<file path="config.mk">
export PLATFORM = sky130hd
export DESIGN_NAME = omem_potential_store
export DESIGN_NICKNAME = d
export VERILOG_FILES = /design/src/rtl/omem_potential_store_pkg.sv /design/src/rtl/omem_potential_store_pkt_decode.sv /design/src/rtl/omem_potential_store.sv
export SDC_FILE = /design/constraint.sdc
export NUM_CORES = 2
export LEC_CHECK = 0
export CAP_MARGIN = 20
export CORE_MARGIN = 2
export CORE_UTILIZATION = 39
export CTS_CLUSTER_DIAMETER = 150
export DETAILED_ROUTE_END_ITERATION = 7
export PLACE_DENSITY_LB_ADDON = 0.25
export RECOVER_POWER = 50
export SETUP_SLACK_MARGIN = 0.1
export SLEW_MARGIN = 15
export SYNTH_ARGS = -nofsm -noshare
export SYNTH_HDL_FRONTEND = slang
export SYNTH_SLANG_ARGS = --single-unit
</file>
<file path="constraint.sdc">
create_clock -name clk -period 7.5 [get_ports clk]
set_input_delay 0.75 -clock clk [delete_from_list [all_inputs] [get_ports clk]]
set_output_delay 0.75 -clock clk [all_outputs]
set_load 0.05 [all_outputs]
</file>
<file path="src/rtl/omem_potential_store_pkg.sv">
// Shared definitions for the output-memory node: geometry, packet layout,
// opcodes, FSM states and a column-pointer helper.
package omem_pkg;

  localparam int NUM_SPE       = 5;
  localparam int OUTPUT_DIM    = 21;
  localparam int SUM_WIDTH     = 13;
  localparam int PKT_W         = 33;
  localparam int NUM_TIMESTEPS = 2;
  localparam int MAP_WRITES    = NUM_SPE * OUTPUT_DIM;

  localparam logic [3:0] OMEM_ID     = 4'd10;
  localparam logic [3:0] SPE_BASE_ID = 4'd0;

  // Packet fields: [32:29] addr, [28:25] opcode, [24:0] data; src in data[24:21]
  localparam int ADDR_W  = 4;
  localparam int OP_W    = 4;
  localparam int PDATA_W = 25;
  localparam int SRC_MSB = 24;
  localparam int SRC_LSB = 21;

  localparam int ROW_W = 3;
  localparam int COL_W = 5;
  localparam int CNT_W = 7;
  localparam int TS_W  = 2;

  localparam logic [3:0] OP_PARTIAL_SUM         = 4'd0;
  localparam logic [3:0] OP_FIRST_TIMESTEP_DONE = 4'd1;
  localparam logic [3:0] OP_PREVIOUS_POTENTIAL  = 4'd2;
  localparam logic [3:0] OP_WRITEBACK_MSB       = 4'b1000;
  // Inbound request shares the encoding of the outbound broadcast opcode
  localparam logic [3:0] OP_PREV_REQUEST        = 4'd1;

  typedef enum logic [1:0] {IDLE, RESP, BCAST} omem_state_e;

  typedef struct packed {
    logic [ADDR_W-1:0]  addr;
    logic [OP_W-1:0]    opcode;
    logic [PDATA_W-1:0] data;
  } pkt_t;

  function automatic logic [COL_W-1:0] col_inc(input logic [COL_W-1:0] c);
    return (c == COL_W'(OUTPUT_DIM - 1)) ? '0 : c + 1'b1;
  endfunction

endpackage

</file>
<file path="src/rtl/omem_potential_store_pkt_decode.sv">
// Combinational inbound packet decoder.
// Ports: pkt (raw packet), ts_zero (current timestep is 0), stores_closed
// (run complete, no more stores accepted) -> do_store / do_req (legal
// actions), bad (protocol error for a packet addressed to this node),
// row / value / spike (target row and payload for a store or request).
module omem_pkt_decode
  import omem_pkg::*;
(
  input  logic [PKT_W-1:0]     pkt,
  input  logic                 ts_zero,
  input  logic                 stores_closed,
  output logic                 do_store,
  output logic                 do_req,
  output logic                 bad,
  output logic [ROW_W-1:0]     row,
  output logic [SUM_WIDTH-1:0] value,
  output logic                 spike
);

  pkt_t       p;
  logic [3:0] src;
  logic [2:0] k;
  logic       src_ok;
  logic       k_ok;
  logic       unused_bits;

  assign unused_bits = ^p.data[20:14];

  always_comb begin
    p        = pkt_t'(pkt);
    src      = p.data[SRC_MSB:SRC_LSB];
    k        = p.opcode[2:0];
    src_ok   = (src < 4'(NUM_SPE));
    k_ok     = (k < 3'(NUM_SPE));
    do_store = 1'b0;
    do_req   = 1'b0;
    bad      = 1'b0;
    row      = '0;
    value    = '0;
    spike    = 1'b0;
    // Packets for other addresses are silently ignored
    if (p.addr == OMEM_ID) begin
      if ((p.opcode & OP_WRITEBACK_MSB) != 4'd0) begin
        if (k_ok && !ts_zero && !stores_closed) begin
          do_store = 1'b1;
          row      = k;
          value    = p.data[13:1];
          spike    = p.data[0];
        end else begin
          bad = 1'b1;
        end
      end else if (p.opcode == OP_PARTIAL_SUM) begin
        if (src_ok && ts_zero && !stores_closed) begin
          do_store = 1'b1;
          row      = src[ROW_W-1:0];
          value    = p.data[SUM_WIDTH-1:0];
        end else begin
          bad = 1'b1;
        end
      end else if (p.opcode == OP_PREV_REQUEST) begin
        if (src_ok) begin
          do_req = 1'b1;
          row    = src[ROW_W-1:0];
        end else begin
          bad = 1'b1;
        end
      end else begin
        bad = 1'b1;
      end
    end
  end

endmodule

</file>
<file path="src/rtl/omem_potential_store.sv">
// Output-memory node: stores per-SPE membrane potentials and spikes, answers
// previous-potential requests, broadcasts "first timestep done" to every SPE
// and flags run completion.
// Ports: clk, rst_n (async active-low); in_valid/in_ready/in_pkt inbound
// stream; out_valid/out_ready/out_pkt outbound stream; spk_row/spk_bits
// registered spike-row read; run_done and err sticky status flags.
module omem_potential_store
  import omem_pkg::*;
(
  input  logic                  clk,
  input  logic                  rst_n,
  input  logic                  in_valid,
  output logic                  in_ready,
  input  logic [PKT_W-1:0]      in_pkt,
  output logic                  out_valid,
  input  logic                  out_ready,
  output logic [PKT_W-1:0]      out_pkt,
  input  logic [2:0]            spk_row,
  output logic [OUTPUT_DIM-1:0] spk_bits,
  output logic                  run_done,
  output logic                  err
);

  omem_state_e           state, state_nxt;
  logic [SUM_WIDTH-1:0]  pot  [NUM_SPE][OUTPUT_DIM];
  logic [OUTPUT_DIM-1:0] spk  [NUM_SPE];
  logic [COL_W-1:0]      wptr [NUM_SPE];
  logic [COL_W-1:0]      rptr [NUM_SPE];
  logic [CNT_W-1:0]      wr_cnt;
  logic [TS_W-1:0]       ts;
  logic [ROW_W-1:0]      bcnt;
  logic                  bcast_pend;
  logic [ADDR_W-1:0]     resp_addr;
  logic [SUM_WIDTH-1:0]  resp_data;

  logic                  accept, wr_en, map_done, ts0_done, out_fire;
  logic                  do_store, do_req, bad, spike;
  logic [ROW_W-1:0]      row;
  logic [SUM_WIDTH-1:0]  value;

  omem_pkt_decode u_decode (
    .pkt          (in_pkt),
    .ts_zero      (ts == '0),
    .stores_closed(run_done),
    .do_store     (do_store),
    .do_req       (do_req),
    .bad          (bad),
    .row          (row),
    .value        (value),
    .spike        (spike)
  );

  assign in_ready  = (state == IDLE);
  assign out_valid = (state == RESP) || (state == BCAST);
  assign accept    = in_valid && in_ready;
  assign out_fire  = out_valid && out_ready;
  assign wr_en     = accept && do_store;
  assign map_done  = wr_en && (wr_cnt == CNT_W'(MAP_WRITES - 1));
  assign ts0_done  = map_done && (ts == '0);

  always_comb begin
    state_nxt = state;
    out_pkt   = '0;
    case (state)
      IDLE: begin
        if (accept && do_req)  state_nxt = RESP;
        else if (ts0_done)     state_nxt = BCAST;
      end
      RESP: begin
        out_pkt = {resp_addr, OP_PREVIOUS_POTENTIAL, {(PDATA_W-SUM_WIDTH){1'b0}}, resp_data};
        if (out_ready) state_nxt = bcast_pend ? BCAST : IDLE;
      end
      BCAST: begin
        out_pkt = {SPE_BASE_ID + 4'(bcnt), OP_FIRST_TIMESTEP_DONE, {PDATA_W{1'b0}}};
        if (out_ready && (bcnt == ROW_W'(NUM_SPE - 1))) state_nxt = IDLE;
      end
      default: state_nxt = IDLE;
    endcase
  end

  // Control stage: FSM, pointers, counters, response capture, status
  always_ff @(posedge clk or negedge rst_n) begin
    if (!rst_n) begin
      state      <= IDLE;
      wr_cnt     <= '0;
      ts         <= '0;
      bcnt       <= '0;
      bcast_pend <= 1'b0;
      resp_addr  <= '0;
      resp_data  <= '0;
      run_done   <= 1'b0;
      err        <= 1'b0;
      spk_bits   <= '0;
      for (int r = 0; r < NUM_SPE; r++) begin
        wptr[r] <= '0;
        rptr[r] <= '0;
      end
    end else begin
      state <= state_nxt;
      if (accept && bad) err <= 1'b1;
      if (wr_en) begin
        wptr[row] <= col_inc(wptr[row]);
        wr_cnt    <= map_done ? '0 : wr_cnt + 1'b1;
      end
      if (map_done) begin
        ts <= ts + 1'b1;
        if (ts == TS_W'(NUM_TIMESTEPS - 1)) run_done <= 1'b1;
      end
      // Remember a pending broadcast so a response in flight is finished first
      if (ts0_done)
        bcast_pend <= 1'b1;
      else if ((state == BCAST) && (state_nxt == IDLE))
        bcast_pend <= 1'b0;
      if (accept && do_req) begin
        resp_addr <= SPE_BASE_ID + 4'(row);
        resp_data <= pot[row][rptr[row]];
        rptr[row] <= col_inc(rptr[row]);
      end
      if ((state == BCAST) && out_fire)
        bcnt <= (bcnt == ROW_W'(NUM_SPE - 1)) ? '0 : bcnt + 1'b1;
      spk_bits <= (spk_row < 3'(NUM_SPE)) ? spk[spk_row] : '0;
    end
  end

  // Storage stage: potential and spike arrays
  always_ff @(posedge clk or negedge rst_n) begin
    if (!rst_n) begin
      for (int r = 0; r < NUM_SPE; r++) begin
        spk[r] <= '0;
        for (int c = 0; c < OUTPUT_DIM; c++) pot[r][c] <= '0;
      end
    end else if (wr_en) begin
      pot[row][wptr[row]] <= value;
      spk[row][wptr[row]] <= spike;
    end
  end

endmodule
</file>
# Word level (Yosys, flattened, before mapping)

Index checks and enable logic that the tools add are counted.

Memory bits (writable): 0
Input port bits: 40
Bits in registers: 1574
Memories kept: 0
Output and inout bits: 58
ROM bits: 0
Word-level logic and storage cells: 260
Latch bits: 0

Bitwise operators: 4
$add $sub $neg: 5
$lt $le $gt $ge: 11
Equality and inequality tests: 9
Shifts and indexed selects: 0
Reduce and logical (&&, ||, !) cells: 26
Div/mod/pow operators: 0
Multiply operators: 0
Mux-type cells: 75

Operators by type and width:

| operator                                                       | number |
|---|---|
| 1365-bit bitwise mux                                           | 1 |
| 273-bit binary-select mux with 3-bit select                    | 1 |
| 273-bit demux with 3-bit select                                | 1 |
| 273-bit 2-to-1 mux                                             | 3 |
| 105-bit bitwise mux                                            | 1 |
| 13-bit 2-to-1 mux                                              | 8 |
| 21-bit 2-to-1 mux                                              | 4 |
| 13-bit binary-select mux with 5-bit select                     | 1 |
| 13-bit demux with 5-bit select                                 | 1 |
| 32-bit one-hot mux with 2 select lines                         | 1 |
| 21-bit binary-select mux with 3-bit select                     | 1 |
| 21-bit demux with 3-bit select                                 | 1 |
| 25-bit bitwise mux                                             | 2 |
| 5-bit 2-to-1 mux                                               | 7 |
| 5-bit binary-select mux with 3-bit select                      | 2 |
| 3-bit 2-to-1 mux                                               | 8 |
| 1-bit 2-to-1 mux                                               | 23 |
| 1-bit logical AND                                              | 17 |
| 5-bit demux with 3-bit select                                  | 1 |
| 6-bit greater-or-equal comparator (second input constant)      | 2 |
| 5-bit inverter with 6-bit output                               | 2 |
| 5-bit by 1-bit adder with 5-bit output (second input constant) | 2 |
| 5-bit equality test (second input constant)                    | 2 |
| 2-bit 2-to-1 mux                                               | 5 |
| other kinds (26)                                               | 33 |

# Longest topological paths before layout

Depth after elaboration: 19
Depth in mapped cells: 19
Gate-level depth less buffers: 14

# By module

Synthesis repeated with hierarchy kept, for this count alone.

Cell total of the unflattened synthesis: 5685
Area, all modules: 73934.7 µm²

By module, submodules not included:

| module               | cells each | times used | area an instance (µm²) | sequential area each (µm²) |
|---|---|---|---|---|
| omem_potential_store | 5627       | 1          | 73559.3                | 39387.8 |
| omem_pkt_decode      | 58         | 1          | 375.4                  | 0.0 |

# Least setup slack after synthesis

No wires, ideal clock.

Path kind: input-to-reg
Start point: input in_pkt[28]
End point: register pot[1109] (netlist bit)
Setup time: 0.133 ns
Path buffers: 8
Cell stages on the path: 17
Setup slack: 2.916 ns
Data required time: 7.367 ns
Data arrival time: 4.451 ns
Cell sequence: clkbuf_1 -> or4_1 -> buf_2 -> a211o_1 -> clkbuf_1 -> a21oi_1 -> clkbuf_1 -> clkbuf_1 -> a22oi_1 -> nand2_1 -> ha_1 -> clkbuf_1 -> buf_1 -> nand4_1 -> clkbuf_1 -> nand2_1 -> o21ai_0

Cells in the longest elaborated chain, start to end: 17
Elaborated cells between the ends (all ways): 29
Classes of those cells: order compare: 4; eq/ne: 1; mux: 18; bitwise: 2; reduce/logical: 4

Ends and longest elaborated chain:

| item                                                                                                                            | RTL line                              | text |
|---|---|---|
| start: declaration                                                                                                              | omem_potential_store.sv:14            | `input logic [PKT_W-1:0] in_pkt,` |
| 4-bit by 1-bit equality test with 1-bit output                                                                                  | omem_potential_store_pkt_decode.sv:60 | `end else if (p.opcode == OP_PREV_REQUEST) begin` |
| 3-bit 2-to-1 mux                                                                                                                | omem_potential_store_pkt_decode.sv:60 |  |
| 3-bit 2-to-1 mux                                                                                                                | omem_potential_store_pkt_decode.sv:52 | `end else if (p.opcode == OP_PARTIAL_SUM) begin` |
| 3-bit 2-to-1 mux                                                                                                                | omem_potential_store_pkt_decode.sv:43 | `if ((p.opcode & OP_WRITEBACK_MSB) != 4'd0) begin` |
| 3-bit 2-to-1 mux                                                                                                                | omem_potential_store_pkt_decode.sv:42 | `if (p.addr == OMEM_ID) begin` |
| 3-bit inverter with 4-bit output (not written as such)                                                                          | omem_potential_store.sv:133           | `pot[row][wptr[row]] <= value;` |
| 5-bit binary-select mux with 3-bit select                                                                                       | omem_potential_store.sv:133           |  |
| 5-bit 2-to-1 mux (not written as such) (2 in a row)                                                                             | omem_potential_store.sv:133           |  |
| 5-bit inverter with 6-bit output (not written as such)                                                                          | omem_potential_store.sv:133           |  |
| 6-bit greater-or-equal comparator (not written as such) / 6-bit by 1-bit < comparator with 1-bit output (equally long branches) | omem_potential_store.sv:133           |  |
| 1-bit logical AND (not written as such)                                                                                         | omem_potential_store.sv:133           |  |
| 13-bit 2-to-1 mux (not written as such)                                                                                         | omem_potential_store.sv:133           |  |
| 13-bit demux with 5-bit select                                                                                                  | omem_potential_store.sv:133           |  |
| 273-bit 2-to-1 mux (not written as such)                                                                                        | omem_potential_store.sv:133           |  |
| 273-bit demux with 3-bit select                                                                                                 | omem_potential_store.sv:133           |  |
| 1365-bit bitwise mux                                                                                                            | omem_potential_store.sv:133           |  |
| end signal: indexed assignment                                                                                                  | omem_potential_store.sv:133           |  |
| end: declaration                                                                                                                | omem_potential_store.sv:25            | `logic [SUM_WIDTH-1:0] pot [NUM_SPE][OUTPUT_DIM];` |

Several ways; a longest one is shown, not always the timed one. The select of a mux whose other input is x is not followed.
A chain may end at the register's enable or synchronous reset.

# Worst setup path after layout

Start point: input in_pkt[26]
End point: register resp_data[12]

Cells in the longest elaborated chain, start to end: 14
Elaborated cells between the ends (all ways): 26
Classes of those cells: order compare: 1; eq/ne: 1; mux: 18; bitwise: 2; reduce/logical: 4

Ends and longest elaborated chain:

| item                                                   | RTL line                              | text |
|---|---|---|
| 3-bit < comparator                                     | omem_potential_store_pkt_decode.sv:34 | `k_ok = (k < 3'(NUM_SPE));` |
| 1-bit logical AND (2 in a row)                         | omem_potential_store_pkt_decode.sv:44 | `if (k_ok && !ts_zero && !stores_closed) begin` |
| 3-bit 2-to-1 mux                                       | omem_potential_store_pkt_decode.sv:44 |  |
| 3-bit 2-to-1 mux                                       | omem_potential_store_pkt_decode.sv:43 |  |
| 3-bit 2-to-1 mux                                       | omem_potential_store_pkt_decode.sv:42 |  |
| 3-bit inverter with 4-bit output (not written as such) | omem_potential_store.sv:116           | `resp_data <= pot[row][rptr[row]];` |
| 5-bit binary-select mux with 3-bit select              | omem_potential_store.sv:116           |  |
| 5-bit 2-to-1 mux (not written as such) (2 in a row)    | omem_potential_store.sv:116           |  |
| 5-bit inverter with 6-bit output (not written as such) | omem_potential_store.sv:116           |  |
| 13-bit binary-select mux with 5-bit select             | omem_potential_store.sv:116           |  |
| 13-bit 2-to-1 mux (not written as such) (2 in a row)   | omem_potential_store.sv:116           |  |
| end signal: assignment                                 | omem_potential_store.sv:116           |  |
| end: declaration                                       | omem_potential_store.sv:34            | `logic [SUM_WIDTH-1:0] resp_data;` |

Several ways; a longest one is shown, not always the timed one. The select of a mux whose other input is x is not followed.

==> flow_metrics.tcl <==
set metrics [dict create \
    yosys-top-cells-area "dfrtp_1 57%, nand2_1 12%, o21ai_0 12%" \
    antenna_found_initial 15 \
    power_leakage_nw 33.07 \
    critPathKind "input port to register" \
    yosysMostFrequentCell "nand2_1" \
    instances_no_fill 9915 \
    h-tree-depth 4 \
    p_seq_share_pct 48.3 \
    switching_share_pct 23.79 \
    max_freq_ghz 0.1708 \
    hpwl_um 148200 \
    rows 154 \
    dieArea_um2 180900 \
    clkLatencyLatePin_ns 0.81 \
    drive_gt1_share_pct 8.968 \
    synth_cell_types 78 \
    synthTopCellsByCount "2,174 x nand2_1, 1,626 x o21ai_0, 1,574 x dfrtp_1, 552 x clkbuf_1, 340 x a21oi_1" \
    violations "capacitance limit, slew limit" \
    yosysTopAreaCell "dfrtp_1" \
    fin_crit_ns 5.856 \
    syn_to_final_growth_pct 13.37 \
    power.internal_w 0.01349 \
    cts_tree "done" \
    post_drt_wl_per_cell_um 24.45 \
    avgSynthCellArea_um2 9.147 \
    final_util_pct 44.51 \
    tightestPinTransition_ns 3.854 \
    detail_route.first_pass.iterations 7 \
    synth_area_um2 69230 \
    power_frac_comb_pct 4.9 \
    cap_violations 9 \
    port_buffers 75 \
    fin_tns_setup_ns 0 \
    routabilityCongestion 0.9023 \
    critPathCaptureType "register" \
    start_kind "input port" \
    num-nets-final 7496 \
    status "complete, but fails checks" \
    whs_ns 0.4695 \
    synth_warnings 0 \
    via_count 56790 \
    die_y_um 425.3 \
    routed_wl_um 242400 \
    synth_seq_area_share_pct 56.89 \
    ios 98 \
    cts_buffer_depth 3 \
    core_um2 176300 \
    p_sw_w 0.004212 \
    slew_violations 811 \
    rsz0062_at_grt "no" \
    path_max_fanout 75 \
    cellPowerDensity_nw_per_um2 225.5 \
    gr-total-overflow 0 \
    vdd_ir_drop_max_v 0.0002386 \
    die_w_um 425.3 \
    finalClockSkew_ns 0.02725 \
    clkPwrFrac_pct 46.8 \
    required_ns 8.15 \
    via_per_inst 5.727 \
    cp_data_arrival_time_ns 6.51 \
    drtIter0Drc 6191 \
    grt_pass1_vias 53800 \
    grt_max_degree 170 \
    clock-sinks 1574 \
    slew_headroom_pct -157.0 \
    drc 0 \
    grt_usage_pct 26.78 \
    fin_crit_sh_pct 78.09 \
    synth-edff-count 0 \
    setup_violations 0 \
    synth_top_cell_area_share_pct 56.89 \
    syn_inst 7569 \
    min_path_type "register to register" \
    final_hold_viol_count 0 \
    drtAntennaViolNets 0 \
    ys.flop_type "dfrtp_1" \
    grt_pass1_wl_um 362600 \
    cts_buffers 170 \
    clk_pin_slew_ns 0.06 \
    initial_core_util_pct 39.27 \
    placedCellCount 9606 \
    root_buffer "clkbuf_16" \
    synth_seq_cells 1574 \
    synth-async-reset-ratio_pct 100.0 \
    post_cts_resized 0 \
]
[path summary, 6_finish.rpt]
path	start	depth (start not counted)	slack, ns	end
worst max-delay path	in_pkt[26]	12	1.64	resp_data[12]
worst min-delay path	pot[1230]	2	0.47	pot[1230]
worst max register to register	ts[0]	13	2.01	resp_data[12]
worst min register to register	pot[1230]	2	0.47	pot[1230]
max in group asynchronous	rst_n	4	1.86	pot[759]
min in group asynchronous	rst_n	2	1.74	pot[312]
[critical path, cell delays in order]
cell	delay [ns]
dlygate4sd3_1	0.66
or4_1	0.70
a211o_1	0.51
a21oi_1	0.42
buf_4	0.33
a221oi_4	0.14
inv_8	0.52
mux4_2	0.43
a2111oi_0	1.10
a211oi_1	0.28
a31oi_1	0.42
a21oi_1	0.14
[stage by stage]
step / worst slack [ns] / power (W) / instance area (µm²)
floorplan: 2.916 / 0.009069 / 69280
global placement: 1.156 / 0.009566 / 73100
detailed placement: 1.060 / 0.009573 / 73110
CTS: 1.885 / 0.01783 / 78550
global route: 0.9474 / 0.01823 / 78470
finish: 1.644 / 0.01770 / 78480
[power by group through the flow]
stage	Combinational (W)	Sequential [W]	Clock, W
6_report	0.000875	0.00855	0.00828
5_1_grt	0.000935	0.00855	0.00875
4_1_cts	0.000877	0.00855	0.00841
3_5_place_dp	0.000873	0.00870	0
3_3_place_gp	0.000867	0.00870	0
2_1_floorplan	0.000368	0.00870	0
[final cells by class]
cell class              instances  area, µm²
repair buffers                361       3144
clock inverters                50      504.2
clock buffers                 253       4927
flip-flops and latches       1574      39390
diodes                          4      10.01
inverters                      36      142.6
well taps                    2340       2928
fillers                     17070      97820
multi-input cells            5297      27440
[flip-flops by register name (all words and copies together), names as in the netlist]
register / flops
resp_data: 13
bcast_pend: 1
resp_addr: 3
state: 2
run_done: 1
pot: 1365
rptr: 25
wptr: 25
spk: 105
spk_bits: 21
bcnt: 3
err: 1
wr_cnt: 7
ts: 2
[cells by family after synthesis]
kind of cell | Yosys count | synth area share (%)
other cells | 1 | 0.005417
compound gates | 2433 | 19.46
buf+inv | 712 | 4.057
xor+xnor | 3 | 0.03796
fa+ha+maj | 16 | 0.2892
flops | 1574 | 56.89
simple gates | 2613 | 15.23
mux | 217 | 4.025
[routing by layer]
layer	track usage [%]	wire length (µm)
met1	36.90	103500
met2	41.17	109400
met3	5.409	19150
met4	11.14	10340
met5	0	34
[cell usage in the layout, fill, tap and decap left out, types with 8 or more instances in the layout]
cell	n
buf_4	248
a21oi_1	337
a211oi_1	75
mux2i_1	129
o32ai_1	9
a2111oi_0	37
a221oi_1	19
a22oi_1	19
o211ai_1	17
nor3_1	36
nand3_1	88
a311oi_1	9
nand2_4	15
clkinv_2	29
clkbuf_1	53
mux2_2	39
ha_1	16
clkbuf_16	171
dfrtp_1	1574
or4_1	12
o21ai_0	1624
buf_12	24
clkbuf_8	34
nand2_1	2159
nor2_1	96
inv_1	35
a211o_1	8
conb_1	15
mux4_2	45
o31ai_1	8
clkdlybuf4s50_1	47
nand4_1	74
o22ai_1	123
nor4_1	47
a31oi_1	21
and3_1	50
dlygate4sd3_1	24
o221ai_1	26
[repair_timing]
action / 4_1_cts / 5_1_grt
endpoints found under the hold margin: 46 / 0
buffers inserted: 0 / 0
hold buffers: 1 / 0
Note: power is estimated with default switching activity, not from simulation.
